File: src/rtl/complex_alu_arbiter.sv
// complex_alu_arbiter
// Shares one fixed-latency, non-stallable complex ALU between NUM_REQ
// requesters. A round-robin arbiter picks one request per cycle, and the
// operands are registered onto the ALU port. A tag pipe matched to the ALU
// latency sends each result back to the response FIFO of the requester that
// issued it. Each requester has a credit counter that covers its in-flight
// and buffered results, so a returning result always has a FIFO slot.
//
// Ports
//   clk, rst           : clock, synchronous active-high reset
//   req_valid/ready    : per-requester request handshake (ready is combinational)
//   req_opcode         : 3 bits per requester
//   req_a/b/c          : {real, imag} operands per requester
//   rsp_valid/ready    : per-requester response handshake
//   rsp_data           : head of each response FIFO
//   alu_opcode, alu_valid_in, alu_operand_a/b/c : registered issue to the ALU
//   alu_result, alu_valid_out                   : ALU return path
//   err_opcode         : pulse, an illegal opcode was consumed
//   err_req_id         : requester of the last illegal opcode (held)
//   err_orphan         : pulse, an ALU result arrived with no tag
module complex_alu_arbiter #(
  parameter int unsigned NUM_REQ         = 4,
  parameter int unsigned DATA_WIDTH      = 16,
  parameter int unsigned ALU_LATENCY     = 8,
  parameter int unsigned MAX_OUTSTANDING = 2
) (
  input  logic                              clk,
  input  logic                              rst,
  input  logic [NUM_REQ-1:0]                req_valid,
  output logic [NUM_REQ-1:0]                req_ready,
  input  logic [3*NUM_REQ-1:0]              req_opcode,
  input  logic [2*DATA_WIDTH*NUM_REQ-1:0]   req_a,
  input  logic [2*DATA_WIDTH*NUM_REQ-1:0]   req_b,
  input  logic [2*DATA_WIDTH*NUM_REQ-1:0]   req_c,
  output logic [NUM_REQ-1:0]                rsp_valid,
  input  logic [NUM_REQ-1:0]                rsp_ready,
  output logic [2*DATA_WIDTH*NUM_REQ-1:0]   rsp_data,
  output logic [2:0]                        alu_opcode,
  output logic                              alu_valid_in,
  output logic [2*DATA_WIDTH-1:0]           alu_operand_a,
  output logic [2*DATA_WIDTH-1:0]           alu_operand_b,
  output logic [2*DATA_WIDTH-1:0]           alu_operand_c,
  input  logic [2*DATA_WIDTH-1:0]           alu_result,
  input  logic                              alu_valid_out,
  output logic                              err_opcode,
  output logic [$clog2(NUM_REQ)-1:0]        err_req_id,
  output logic                              err_orphan
);

  localparam int unsigned CW = 2 * DATA_WIDTH;
  localparam int unsigned IW = $clog2(NUM_REQ);
  localparam int unsigned PW = (MAX_OUTSTANDING > 1) ? $clog2(MAX_OUTSTANDING) : 1;
  localparam int unsigned NW = $clog2(MAX_OUTSTANDING + 1);

  localparam logic [NW-1:0] CREDIT_MAX = NW'(MAX_OUTSTANDING);
  localparam logic [2:0]    OP_NOP     = 3'b000;
  localparam logic [2:0]    OP_RSV     = 3'b011;

  // Arbitration
  logic [IW-1:0]      rr_ptr;
  logic [IW-1:0]      grant_id;
  logic               grant_valid;
  logic               grant_legal;
  logic [NUM_REQ-1:0] eligible;
  logic [NUM_REQ-1:0] issue_hit;

  // Selected request payload
  logic [2:0]         sel_opcode;
  logic [CW-1:0]      sel_a;
  logic [CW-1:0]      sel_b;
  logic [CW-1:0]      sel_c;

  // Tag pipe aligned to the ALU pipeline
  logic [IW-1:0]          issue_id;
  logic [ALU_LATENCY-1:0] tag_vld;
  logic [IW-1:0]          tag_id [ALU_LATENCY];
  logic                   tail_vld;
  logic [IW-1:0]          tail_id;

  // Credits and response FIFOs
  logic [NW-1:0]      credit   [NUM_REQ];
  logic [NW-1:0]      fifo_cnt [NUM_REQ];
  logic [PW-1:0]      wr_ptr   [NUM_REQ];
  logic [PW-1:0]      rd_ptr   [NUM_REQ];
  logic [CW-1:0]      fifo_mem [NUM_REQ][MAX_OUTSTANDING];
  logic [NUM_REQ-1:0] push;
  logic [NUM_REQ-1:0] pop;
  logic [NUM_REQ-1:0] full;
  logic [NUM_REQ-1:0] credit_over;

  function automatic logic [PW-1:0] ptr_inc(input logic [PW-1:0] p);
    return (p == PW'(MAX_OUTSTANDING - 1)) ? '0 : p + PW'(1);
  endfunction

  // A requester may compete only while it has a free credit
  always_comb begin
    eligible = '0;
    for (int unsigned i = 0; i < NUM_REQ; i++) begin
      eligible[i] = req_valid[i] && !rst && (credit[i] < CREDIT_MAX);
    end
  end

  // Round-robin search starting at rr_ptr and wrapping
  always_comb begin
    int unsigned idx;
    grant_valid = 1'b0;
    grant_id    = '0;
    idx         = 0;
    for (int unsigned k = 0; k < NUM_REQ; k++) begin
      idx = 32'(rr_ptr) + k;
      if (idx >= NUM_REQ) begin
        idx = idx - NUM_REQ;
      end
      if (!grant_valid && eligible[IW'(idx)]) begin
        grant_valid = 1'b1;
        grant_id    = IW'(idx);
      end
    end
  end

  // Payload mux for the winning requester
  always_comb begin
    sel_opcode = '0;
    sel_a      = '0;
    sel_b      = '0;
    sel_c      = '0;
    for (int unsigned i = 0; i < NUM_REQ; i++) begin
      if (grant_id == IW'(i)) begin
        sel_opcode = req_opcode[3*i +: 3];
        sel_a      = req_a[CW*i +: CW];
        sel_b      = req_b[CW*i +: CW];
        sel_c      = req_c[CW*i +: CW];
      end
    end
  end

  assign grant_legal = (sel_opcode != OP_NOP) && (sel_opcode != OP_RSV);
  assign tail_vld    = tag_vld[ALU_LATENCY-1];
  assign tail_id     = tag_id[ALU_LATENCY-1];

  // Per-requester handshake and FIFO control decode
  always_comb begin
    req_ready   = '0;
    issue_hit   = '0;
    push        = '0;
    pop         = '0;
    full        = '0;
    rsp_valid   = '0;
    rsp_data    = '0;
    credit_over = '0;
    for (int unsigned i = 0; i < NUM_REQ; i++) begin
      req_ready[i]   = grant_valid && (grant_id == IW'(i));
      issue_hit[i]   = req_ready[i] && grant_legal;
      rsp_valid[i]   = !rst && (fifo_cnt[i] != '0);
      pop[i]         = rsp_valid[i] && rsp_ready[i];
      push[i]        = alu_valid_out && tail_vld && (tail_id == IW'(i));
      full[i]        = (fifo_cnt[i] == CREDIT_MAX);
      credit_over[i] = (credit[i] > CREDIT_MAX);
      rsp_data[CW*i +: CW] = fifo_mem[i][rd_ptr[i]];
    end
  end

  // Issue register, round-robin pointer and error flags
  always_ff @(posedge clk) begin
    if (rst) begin
      rr_ptr        <= '0;
      alu_valid_in  <= 1'b0;
      alu_opcode    <= '0;
      alu_operand_a <= '0;
      alu_operand_b <= '0;
      alu_operand_c <= '0;
      issue_id      <= '0;
      err_opcode    <= 1'b0;
      err_req_id    <= '0;
      err_orphan    <= 1'b0;
    end else begin
      alu_valid_in <= grant_valid && grant_legal;
      err_opcode   <= grant_valid && !grant_legal;
      err_orphan   <= alu_valid_out && !tail_vld;
      if (grant_valid) begin
        rr_ptr <= (grant_id == IW'(NUM_REQ - 1)) ? '0 : grant_id + IW'(1);
      end
      if (grant_valid && grant_legal) begin
        alu_opcode    <= sel_opcode;
        alu_operand_a <= sel_a;
        alu_operand_b <= sel_b;
        alu_operand_c <= sel_c;
        issue_id      <= grant_id;
      end
      if (grant_valid && !grant_legal) begin
        err_req_id <= grant_id;
      end
    end
  end

  // Tag pipe: stage 0 captures the issue that is on the ALU port this cycle
  always_ff @(posedge clk) begin
    if (rst) begin
      tag_vld <= '0;
      for (int unsigned s = 0; s < ALU_LATENCY; s++) begin
        tag_id[s] <= '0;
      end
    end else begin
      tag_vld[0] <= alu_valid_in;
      tag_id[0]  <= issue_id;
      for (int unsigned s = 1; s < ALU_LATENCY; s++) begin
        tag_vld[s] <= tag_vld[s-1];
        tag_id[s]  <= tag_id[s-1];
      end
    end
  end

  // Credits and response FIFOs; a simultaneous issue and pop cancel out
  always_ff @(posedge clk) begin
    if (rst) begin
      for (int unsigned i = 0; i < NUM_REQ; i++) begin
        credit[i]   <= '0;
        fifo_cnt[i] <= '0;
        wr_ptr[i]   <= '0;
        rd_ptr[i]   <= '0;
        for (int unsigned j = 0; j < MAX_OUTSTANDING; j++) begin
          fifo_mem[i][j] <= '0;
        end
      end
    end else begin
      for (int unsigned i = 0; i < NUM_REQ; i++) begin
        if (issue_hit[i] && !pop[i]) begin
          credit[i] <= credit[i] + NW'(1);
        end else if (pop[i] && !issue_hit[i]) begin
          credit[i] <= credit[i] - NW'(1);
        end

        if (push[i]) begin
          fifo_mem[i][wr_ptr[i]] <= alu_result;
          wr_ptr[i]              <= ptr_inc(wr_ptr[i]);
        end
        if (pop[i]) begin
          rd_ptr[i] <= ptr_inc(rd_ptr[i]);
        end

        if (push[i] && !pop[i]) begin
          fifo_cnt[i] <= fifo_cnt[i] + NW'(1);
        end else if (pop[i] && !push[i]) begin
          fifo_cnt[i] <= fifo_cnt[i] - NW'(1);
        end
      end
    end
  end

  // Credit accounting guarantees a slot for every returning result
  fifo_no_overflow: assert property (@(posedge clk) disable iff (rst)
    (push & full & ~pop) == '0);

  credit_in_range: assert property (@(posedge clk) disable iff (rst)
    credit_over == '0);

endmodule

File: config.mk
export PLATFORM = sky130hd
export DESIGN_NAME = complex_alu_arbiter
export DESIGN_NICKNAME = d
export VERILOG_FILES = /design/src/rtl/complex_alu_arbiter.sv
export SDC_FILE = /design/constraint.sdc
export NUM_CORES = 1
export LEC_CHECK = 0
export BUFFER_PORTS_ARGS = -buffer_cell sky130_fd_sc_hd__buf_4
export CAP_MARGIN = 10
export CORE_AREA = 2 2 264 266
export CTS_BUF_LIST = sky130_fd_sc_hd__clkbuf_4 sky130_fd_sc_hd__clkbuf_8
export DETAILED_ROUTE_END_ITERATION = 8
export DIE_AREA = 0 0 266 268
export GPL_TIMING_DRIVEN = 0
export PLACE_DENSITY_LB_ADDON = 0.08
export SYNTH_ARGS = -nofsm -noshare
export SYNTH_HDL_FRONTEND = slang
export SYNTH_SLANG_ARGS = --single-unit
File: constraint.sdc
create_clock -name clk -period 4.8 [get_ports clk]
set_input_delay 1.44 -clock clk [delete_from_list [all_inputs] [get_ports clk]]
set_output_delay 1.44 -clock clk [all_outputs]
set_load 0.005 [all_outputs]
==> impl_summary.txt <==
----------------------------------------------------
[Status]
  Result of the run ... complete, no violations

[Synth]
  Mapped cell area ... ~20000 um2
  Combinational family with the most area after synthesis ... simple AND/OR/NAND/NOR gates
  Area contributors post-synth ... edfxtp_1, dfxtp_1, nand2_1
  Largest area contributor in the synthesized netlist ... edfxtp_1
  Most instantiated library cell after synthesis ... nand2_1
  Simple-gate area share of the yosys netlist ... about a fifth
  Post-synthesis net count ... approximately 2700
  Number of enable flip-flop cells after synthesis ... 184
  Post-synthesis adder-cell area fraction ... less than 1%
  Synthesis Warnings ... 0
  Instance count of the mapped netlist ... ~2300
  Count of state elements after synthesis ... a little over 400
  Post-synth top flop ... dfxtp_1
  Mean Syn Cell Area ... approximately 9.0 um2
  Compound-cell area share of the yosys netlist ... 16.8%
  Multiplexer share of the synthesized area ... 7.49%
  Post-synth top cells ... nand2_1, a21oi_1, dfxtp_1
  Synth top area share ... about 27%
  XOR/XNOR share of the synthesized area ... 0.518%
  Cell variety after synth ... 63
  Synth async-reset ratio ... 0%
  Part of the Yosys area used for sequential elements ... 49.7%

[Worst setup path]
  Crit. End Element ... output port
  Top fanout value on the critical path ... 6
  Series of cell instances along the critical path ... buf_6 > or3b_4 > a21boi_2 > o221a_2 > nand2b_4 > inv_4 > ha_4 > buf_12 > buf_16 > and2_1 > buf_6
  Delay of the slowest cell on the worst path ... 370 ps
  Arrival time of the worst setup path ... 3330 ps
  Cell with the most instances on the worst path ... buf_6
  Required time of the critical path ... 3360 ps
  Critical Path Slowest Stage Cell ... or3b_4
  Worst Path Class, Setup ... input port to output port
  Critical Path Start Type ... input port

[Clock network]
  CTS root buffer ... clkbuf_8
  TritonCTS Buffers ... 75
  Maximum clock insertion buffer count ... 3
  H-tree lvl count ... 3
  Clock Pin Slew Worst Setup and Hold Paths ... 50 ps
  Worst-Skew Late Latency ... 650 ps
  Number of sinks on the clock net ... 412
  CTS tree ... done

[Route]
  Vias per std cell ... 5.20
  DRC violation total after the first TritonRoute iteration ... between 1500 and 2000
  Router iterations before antenna repair ... 6
  Via total after detailed routing ... 20700
  Post-route DRC violation count ... 0
  Detailed-route wire length ... 103 mm
  Post-DR wirelength/cell ... approximately 26 um
  Final antenna-violating net count ... 0

[Min path]
  Hold Path Class ... register to register

[Timing]
  Setup Viol. Count Final ... 0
  Clock Skews ... 50.3 ps
  Slew at the pin closest to its max-slew limit ... ~1200 ps
  Fin. Hold Viols ... 0
  Total Negative Setup Slacks ... 0 ps
  Maximum frequency from static timing analysis ... 0.210 GHz
  Slew HR ... roughly a fifth
  Max-slew violation count ... 0
  Shortest period the worst path allows ... around 4800 ps
  Share of the cycle needed by the critical path after routing ... 99.3%
  Worst hold slack across all endpoints ... 414 ps

[Global route]
  Maximum number of pins on one net before global-route repair ... 33
  Initial antenna violation count ... 17
  Number of global-route vias before repair ... 20500
  Global-route wire length before repair ... 144 mm
  Total congestion overflow ... 0
  Total routing resource utilization after global routing ... between 20% and 30%

[Final layout]
  Sequential cell area ... 10100 um2
  Area delta synth->final ... 40.6%
  Multi-input combinational cell area ... 9400 um2
  Post-route cell area ... 28500 um2
  Fin cells ... 3982
  Filler cells ... 7002
  Fraction of final layout cells with drive strength greater than 1 ... about 33%
  Net count, final ... 3465

[Floorplanning]
  Horizontal die dimension ... between 200 and 300 um
  I/O pin total ... 679
  Initial Util ... between 20% and 30%
  DIE HEIGHT ... 268 um
  Core area ... around 70000 um2
  Die area ... 71300 um2
  Placement Rows ... 96

[Pwr]
  Areal power density over the cells ... 434 nW/um2
  Pleak ... 0.0124 uW
  Worst IR Drop VDD ... 232 uV

[Placed design]
  HPWL Detailed ... just over 80 mm
  Placed inst area ... 26600 um2
  Number of buffers inserted by port buffering ... 678
  Placer Congestion ... slightly above 1
  Post-Place Cells ... 3815

[Run]
  MaxCap Viol Count ... 0

----------------------------------------------------
[kinds of logic after synthesis]
group           after synthesis
mux                         136
simple gates                920
compound gates              544
xor+xnor                     12
flops                       412
buf+inv                     222
fa+ha+maj                     5
[worst paths after layout]
check	slack, ps	endpoint	from	cells past startpoint
worst max register to register	500	alu_operand_a[8]$_SDFFE_PP0P_	credit[0][1]$_SDFFCE_PN0P_	13
worst min-delay path	410	tag_id[1][0]$_SDFF_PP0_	tag_id[0][6]$_SDFF_PP0_	1
worst min register to register	410	tag_id[1][0]$_SDFF_PP0_	tag_id[0][6]$_SDFF_PP0_	1
worst max-delay path	30	req_ready[1]	rst	11
[stage by stage]
step | setup WS (ps) | util [%] | power [uW]
6_report | 32.7 | 41.8 | 12400
3_5_place_dp | -1680 | 39.0 | 8850
5_1_grt | -1.13 | 41.8 | 13000
4_1_cts | -6.34 | 41.7 | 12400
3_3_place_gp | -2740 | 38.8 | 8810
2_1_floorplan | -17.4 | - | 6490
[what timing repair did]
action | 4_1_cts | 5_1_grt
hold buffers | 0 | 0
buffers inserted | 11 | 3
resized for setup | 52 | 14
endpoints found under the setup margin | 128 | 20
pin swaps | 3 | 4
[worst max-delay path, delay by kind of cell]
kind | cells | cell delay [ps]
buffers and inverters | 5 | 580
AO/OA/AOI/OAI | 2 | 390
AND/OR/NAND/NOR | 3 | 720
adder cells (fa/ha/maj) | 1 | 170
[state kept, by name, summed over array words and instances, names as in the netlist]
register and cells:
alu_valid_in 1, issue_id 2, rr_ptr 2, fifo_cnt 8
err_opcode 1, alu_opcode 3, fifo_mem 256, err_req_id 2
alu_operand_c 32, tag_vld 8, alu_operand_a 32, alu_operand_b 32
rd_ptr 4, wr_ptr 4, credit 8, err_orphan 1
tag_id 16
[layout by cell type, fill, tap and decap left out, types with 8 or more instances in the layout]
master      n
nor3_1     23
nor2b_1    26
nand4_1     8
clkbuf_8   88
buf_1      24
a21oi_1   295
dfxtp_1   228
mux2i_1     8
clkbuf_4   29
buf_4     701
xnor2_1     8
inv_1      12
edfxtp_1  184
nand2_1   405
nor2_1    219
buf_6       9
clkinv_2   11
diode_2    16
o22ai_1    96
and2_1    102
nand3_1    10
a211o_1    93
clkbuf_1  143
mux2_2    128
nor4_1     96
[per-layer routing]
metal  global-route usage [%]  part of all wire, %  up-vias
met5                        0               0.0097        -
met4                     8.29                  2.6        2
met3                     5.41                  6.1      139
met2                     49.6                   51      811
met1                     34.0                   41    10100
li1                         -                    -     9638
[where the power goes]
| group | leakage, uW | total (uW) | internal, uW | switching (uW) |
|---|---|---|---|---|
| Combinational | 0.00784 | 4410 | 1770 | 2640 |
| Sequential | 0.00376 | 4500 | 4160 | 337 |
| Clock | 0.000840 | 3490 | 1910 | 1580 |
| Total | 0.0124 | 12400 | 7840 | 4560 |
[area by class of cell]
type	count	share of cell area [%]
clock inverter	24	0.504
tap	882	3.87
antenna	16	0.140
clock buffer	116	4.98
inverter	17	0.316
timing repair buffer	696	18.5
sequential	412	35.3
multi-input combinational	1617	32.9
buffer	202	3.41
(Power assumes the default switching activity.)
